[src/rtl/mem_pkg.sv]
// Shared configuration for the memory stage: widths, op codes, boolean
// constants, and small helpers that classify ops and extend loaded data.
package mem_pkg;

  localparam int OpLen      = 8;
  localparam int RegLen     = 32;
  localparam int AddrLen    = 32;
  localparam int RegAddrLen = 5;

  localparam logic [RegLen-1:0]     ZERO_WORD   = '0;
  localparam logic [RegAddrLen-1:0] RegAddrZero = '0;
  localparam logic                  True        = 1'b1;
  localparam logic                  False       = 1'b0;

  localparam logic [OpLen-1:0] OP_NOP = 8'h00;
  localparam logic [OpLen-1:0] OP_ADD = 8'h01;
  localparam logic [OpLen-1:0] OP_SUB = 8'h02;
  localparam logic [OpLen-1:0] OP_LB  = 8'h10;
  localparam logic [OpLen-1:0] OP_LH  = 8'h11;
  localparam logic [OpLen-1:0] OP_LW  = 8'h12;
  localparam logic [OpLen-1:0] OP_LBU = 8'h13;
  localparam logic [OpLen-1:0] OP_LHU = 8'h14;
  localparam logic [OpLen-1:0] OP_SB  = 8'h20;
  localparam logic [OpLen-1:0] OP_SH  = 8'h21;
  localparam logic [OpLen-1:0] OP_SW  = 8'h22;

  function automatic logic is_load(input logic [OpLen-1:0] op);
    return (op == OP_LB) || (op == OP_LH) || (op == OP_LW) ||
           (op == OP_LBU) || (op == OP_LHU);
  endfunction

  function automatic logic is_store(input logic [OpLen-1:0] op);
    return (op == OP_SB) || (op == OP_SH) || (op == OP_SW);
  endfunction

  // Index of the final byte of an access (byte count minus one).
  function automatic logic [1:0] last_idx(input logic [OpLen-1:0] op);
    case (op)
      OP_LH, OP_LHU, OP_SH: return 2'd1;
      OP_LW, OP_SW:         return 2'd3;
      default:              return 2'd0;
    endcase
  endfunction

  // Apply the op's width and signedness to the assembled load buffer.
  function automatic logic [RegLen-1:0] load_extend(input logic [OpLen-1:0] op,
                                                    input logic [31:0]      word);
    case (op)
      OP_LB:   return {{24{word[7]}}, word[7:0]};
      OP_LBU:  return {24'b0, word[7:0]};
      OP_LH:   return {{16{word[15]}}, word[15:0]};
      OP_LHU:  return {16'b0, word[15:0]};
      default: return word;
    endcase
  endfunction

endpackage

[src/rtl/mem.sv]
// Memory pipeline stage: passes ALU results straight through and sequences
// loads/stores one byte at a time over a handshaked memory-controller port,
// stalling the earlier pipeline until the access completes.
module mem
  import mem_pkg::*;
(
  input  logic                  clk,
  input  logic                  rst,
  input  logic [RegLen-1:0]     rd_data_i,
  input  logic [RegAddrLen-1:0] rd_addr_i,
  input  logic [AddrLen-1:0]    mem_addr_i,
  input  logic [OpLen-1:0]      op_i,
  output logic [RegLen-1:0]     rd_data_o,
  output logic [RegAddrLen-1:0] rd_addr_o,
  output logic                  mem_stall,
  output logic                  mc_req,
  output logic                  mc_we,
  output logic [AddrLen-1:0]    mc_addr,
  output logic [7:0]            mc_wdata,
  input  logic                  mc_ack,
  input  logic [7:0]            mc_rdata
);

  typedef enum logic [1:0] {
    IDLE = 2'd0,
    BUSY = 2'd1,
    DONE = 2'd2
  } state_t;

  state_t      state;
  logic [1:0]  idx;
  logic [31:0] load_buf;
  logic        is_mem;

  assign is_mem = is_load(op_i) || is_store(op_i);

  // Byte sequencer: advance on each acknowledged byte, collect load data.
  always_ff @(posedge clk) begin
    // NOTE: non-blocking assignments so every register samples pre-edge values.
    if (rst) begin
      state    <= IDLE;
      idx      <= 2'd0;
      load_buf <= 32'b0;
    end else begin
      case (state)
        IDLE: begin
          if (is_mem) begin
            state    <= BUSY;
            idx      <= 2'd0;
            load_buf <= 32'b0;
          end
        end
        BUSY: begin
          if (mc_ack) begin
            if (is_load(op_i)) load_buf[idx*8 +: 8] <= mc_rdata;
            if (idx == last_idx(op_i)) state <= DONE;
            else                       idx   <= idx + 2'd1;
          end
        end
        DONE:    state <= IDLE;
        default: state <= IDLE;
      endcase
    end
  end

  // Output decode: pass-through, bus request, or writeback of the load result.
  always_comb begin
    // NOTE: every output gets a default first so no path can infer a latch.
    rd_data_o = ZERO_WORD;
    rd_addr_o = RegAddrZero;
    mem_stall = False;
    mc_req    = False;
    mc_we     = False;
    mc_addr   = '0;
    mc_wdata  = 8'b0;
    if (!rst) begin
      case (state)
        IDLE: begin
          if (is_mem) begin
            mem_stall = True;
          end else begin
            rd_data_o = rd_data_i;
            rd_addr_o = rd_addr_i;
          end
        end
        BUSY: begin
          mem_stall = True;
          mc_req    = True;
          mc_we     = is_store(op_i);
          mc_addr   = mem_addr_i + AddrLen'(idx);
          mc_wdata  = rd_data_i[idx*8 +: 8];
        end
        DONE: begin
          if (is_load(op_i)) begin
            rd_data_o = load_extend(op_i, load_buf);
            rd_addr_o = rd_addr_i;
          end
        end
        default: ;
      endcase
    end
  end

endmodule

[config.mk]
export PLATFORM = sky130hd
export DESIGN_NAME = mem
export DESIGN_NICKNAME = d
export VERILOG_FILES = /design/src/rtl/mem_pkg.sv /design/src/rtl/mem.sv
export SDC_FILE = /design/constraint.sdc
export NUM_CORES = 1
export LEC_CHECK = 0
export ABC_AREA = 1
export CELL_PAD_IN_SITES_DETAIL_PLACEMENT = 1
export CELL_PAD_IN_SITES_GLOBAL_PLACEMENT = 1
export CORE_ASPECT_RATIO = 0.75
export CORE_UTILIZATION = 28
export CTS_BUF_LIST = sky130_fd_sc_hd__clkbuf_8
export CTS_CLUSTER_DIAMETER = 60
export DETAILED_ROUTE_END_ITERATION = 7
export HOLD_SLACK_MARGIN = 0.03
export PLACE_DENSITY_LB_ADDON = 0.3
export SLEW_MARGIN = 20
export SYNTH_ARGS = -nofsm -noshare
export SYNTH_HDL_FRONTEND = slang
export SYNTH_SLANG_ARGS = --single-unit
export TNS_END_PERCENT = 20
[constraint.sdc]
create_clock -name clk -period 3.1 [get_ports clk]
set_clock_uncertainty 0.1 [all_clocks]
set_input_delay 0.62 -clock clk [delete_from_list [all_inputs] [get_ports clk]]
set_output_delay 0.62 -clock clk [all_outputs]
set_load 0.01 [all_outputs]
==> flow_summary.ini <==
[drt]
wl_per_cell_um = 18.5
via_per_inst = 5.20
first_iter_violations = 458
vias = 6085
first_pass_iters = 4
drc = 0
ant_nets = 0
drt_wl_total_um = 21600

[critical_path]
start_kind = input port
crit_fanout = 2
cp_common_cell = nand2_1
r2r-end = load_buf[24]
cp_data_arrival_time_ps = 2400
cp-end-kind = primary output
reg2regPathDepth = 9
worstSetupPathType = in2out
cp-startpoint = mem_addr_i[4]
cpMaxStageDelayCell = clkdlybuf4s50_1
crit_buf_inv = 3
worstPathRequired_ps = 2380
cp_top_family = simple AND/OR/NAND/NOR gates
regToRegSetupSlack_ps = 340
path_cells = clkdlybuf4s50_1, buf_4, nand2_1, nor2_2, nand2_1, nor2_2, nand2_1, xor2_1, nor3_2, buf_2
crit-reg2reg-launch = idx[0]
slowest_delay_ps = 490

[cells_and_area]
finalNetCount = 1090
area_growth_pct = 78.3
multi_input_area_um2 = 3270
diodes = 0
seqCellArea_um2 = 721
utilization = 0.515
drive_gt1_frac = 0.312
n_fill_cell = 1863

[timing]
fmax_ghz = 0.321
setup_viol = 1
whs_ps = 371
final-max-slew-violation-count = 0
timing.final.crit_share = 1.01
rsz0062_at_grt = true
slew_headroom = 0.496
fin_ws_ps = -20.0
max_slew.worst_pin.slew_ps = 756
hold_viol_final = 0
post-route-min-period_ps = 3120
tns_ps = -20.0

[synth]
synth-async-reset-ratio = 0
synth-edff-count = 0
synth_warnings = 0
postSynthNetCount = 825
syn_area_um2 = 3970
syn_avg_cell_area_um2 = 5.44
syn_inst = 730
ys.flop_type = dfxtp_1
ys_types = 38
synth-seq-cells = 36
yosysSeqAreaShare = 0.182

[outcome]
violations = negative setup slack
status = complete, but fails checks

[power]
cellPowerDensity_nw_per_um2 = 221
ir_drop_uv = 162
leakage_nw = 3.27

[global_routing]
grt_use_total = 0.280
antenna_found_initial = 1
grt_max_degree = 62
grt_overflow_total = 0
grt_pass1_vias = 6017
grt_pass1_wl_um = 32600

[place]
place.gp.congestion = 0.871
io_buffer_count = 167
dp_hpwl_um = 15600
place_ws_ps = -818

[floorplanning]
coreArea_um2 = 13700
rows = 37
start_util = 0.289
die_height_um = 105
ios = 168
die_area_um2 = 14700
die_x_um = 139

[clock_tree]
cts_max_level = 2
clk_pin_slew_ps = 70
clockBufferDepth = 2
clk_latency_ps = 300
cts_tree = yes
cts_buffers = 5
cts_sinks = 36
cts-root-buf = clkbuf_8

[worst_hold_path]
min_path_type = reg2reg
hold_depth = 2
min_from = load_buf[29]
hold_path_end = load_buf[29]

[flow_run]
maxCapViolCount = 0
==> flip-flops by register name, summed over array words and instances (netlist names) <==
register  cells
load_buf     32
state         2
idx           2
==> layout by cell type (no fill, tap or decap), types with 7 or more instances in the layout <==
master	synthesis	layout
clkdlybuf4s50_1	0	80
nand2_1	149	133
a21oi_1	93	84
nor3_2	0	10
nand2_4	2	9
dfxtp_1	36	36
nor2_2	9	10
o21ai_0	23	19
inv_1	73	62
a21oi_2	1	9
nor2_4	0	15
clkdlybuf4s15_1	0	7
dlygate4sd2_1	0	12
nand3_1	89	81
nor2_1	118	102
nor3_1	26	12
dlymetal6s2s_1	0	13
nand2_2	9	19
nand4_1	8	8
inv_2	9	18
or2_2	8	8
buf_2	6	43
buf_4	3	111
==> per-stage QoR <==
stage / power [mW] / instances / instance area (µm²)
floorplan: 0.832 / 730 / 3970
global placement: 1.21 / 1140 / 6480
detailed placement: 1.22 / 1140 / 6480
CTS: 1.52 / 1161 / 6760
global route: 1.65 / 1170 / 7080
finish: 1.57 / 1170 / 7080
==> power breakdown <==
part | internal (mW) | switching, mW | leakage (nW)
sequential | 0.483 | 0.0156 | 0.291
clock | 0.150 | 0.174 | 0.0452
combinational | 0.317 | 0.427 | 2.93
total | 0.950 | 0.616 | 3.27
==> metal layers <==
metal  global-route usage  up-vias  share of wire
met5                    0        -        0.00051
met4               0.0571        2          0.020
met3               0.0298       36          0.058
met2                0.443      232           0.44
met1                0.405     2900           0.48
li1                     -     2915              -
==> cells in the mapped netlist, types with 2 or more instances <==
master | number | area share
o21ai_1 | 2 | 0.0025
or2_2 | 8 | 0.013
nand2_1 | 149 | 0.14
nand2_4 | 2 | 0.0057
xnor2_1 | 4 | 0.0088
nand3_1 | 89 | 0.11
nand3b_1 | 2 | 0.0038
nand4_1 | 8 | 0.013
buf_2 | 6 | 0.0076
o22ai_1 | 7 | 0.011
inv_2 | 9 | 0.0085
or2_0 | 4 | 0.0063
nor2_1 | 118 | 0.11
nor4_1 | 6 | 0.0095
xor2_1 | 2 | 0.0044
dfxtp_1 | 36 | 0.18
a21oi_1 | 93 | 0.12
ha_1 | 6 | 0.019
nand2_2 | 9 | 0.014
inv_1 | 73 | 0.069
nor2_2 | 9 | 0.014
o21a_1 | 2 | 0.0038
buf_4 | 3 | 0.0057
clkinv_1 | 2 | 0.0019
o21ai_0 | 23 | 0.029
nor3_1 | 26 | 0.033
clkbuf_1 | 21 | 0.020
==> worst register-to-register path, cell delays in order (launching register included) <==
cell,delay (ps)
dfxtp_1,440
buf_6,320
clkinvlp_4,270
buf_4,200
ha_1,370
nor3_1,420
inv_1,180
nor2_1,120
nand3_1,100
a21oi_1,170
==> kinds of logic (layout without fill, tap and decap cells) <==
group | Yosys count | count (layout) | share of synthesized area
xor+xnor | 6 | 6 | 0.0132
buf+inv | 115 | 379 | 0.115
simple gates | 434 | 435 | 0.492
fa+ha+maj | 7 | 7 | 0.0240
compound gates | 132 | 132 | 0.174
flops | 36 | 36 | 0.182
==> how the worst max path moves through the flow <==
| stage | endpoint | slack (ps) | cells after the start |
|---|---|---|---|
| 6_report | mc_addr[31] | -20 | 10 |
| 5_1_grt | mc_addr[29] | -80 | 13 |
| 4_1_cts | mc_addr[29] | -140 | 11 |
| 3_5_place_dp | mc_addr[30] | -820 | 12 |
| 3_3_place_gp | mc_addr[26] | -720 | 12 |
| 2_1_floorplan | mc_addr[26] | 320 | 10 |
==> repair_timing <==
action | CTS | global route
hold endpoints to repair | 0 | 0
resized for setup | 272 | 102
hold buffers | 0 | 0
buffers inserted | 13 | 6
cloned | 1 | 3
pin swaps | 24 | 30
setup endpoints to repair | 70 | 69
==> layout make-up <==
class                   count  area share
clock inverters             2     0.00124
repair buffers            288       0.348
inverters                  84      0.0462
well taps                 175      0.0309
multi-input cells         580       0.462
flip-flops and latches     36       0.102
clock buffers               5     0.00973
Power figures use the tool's default switching activity.
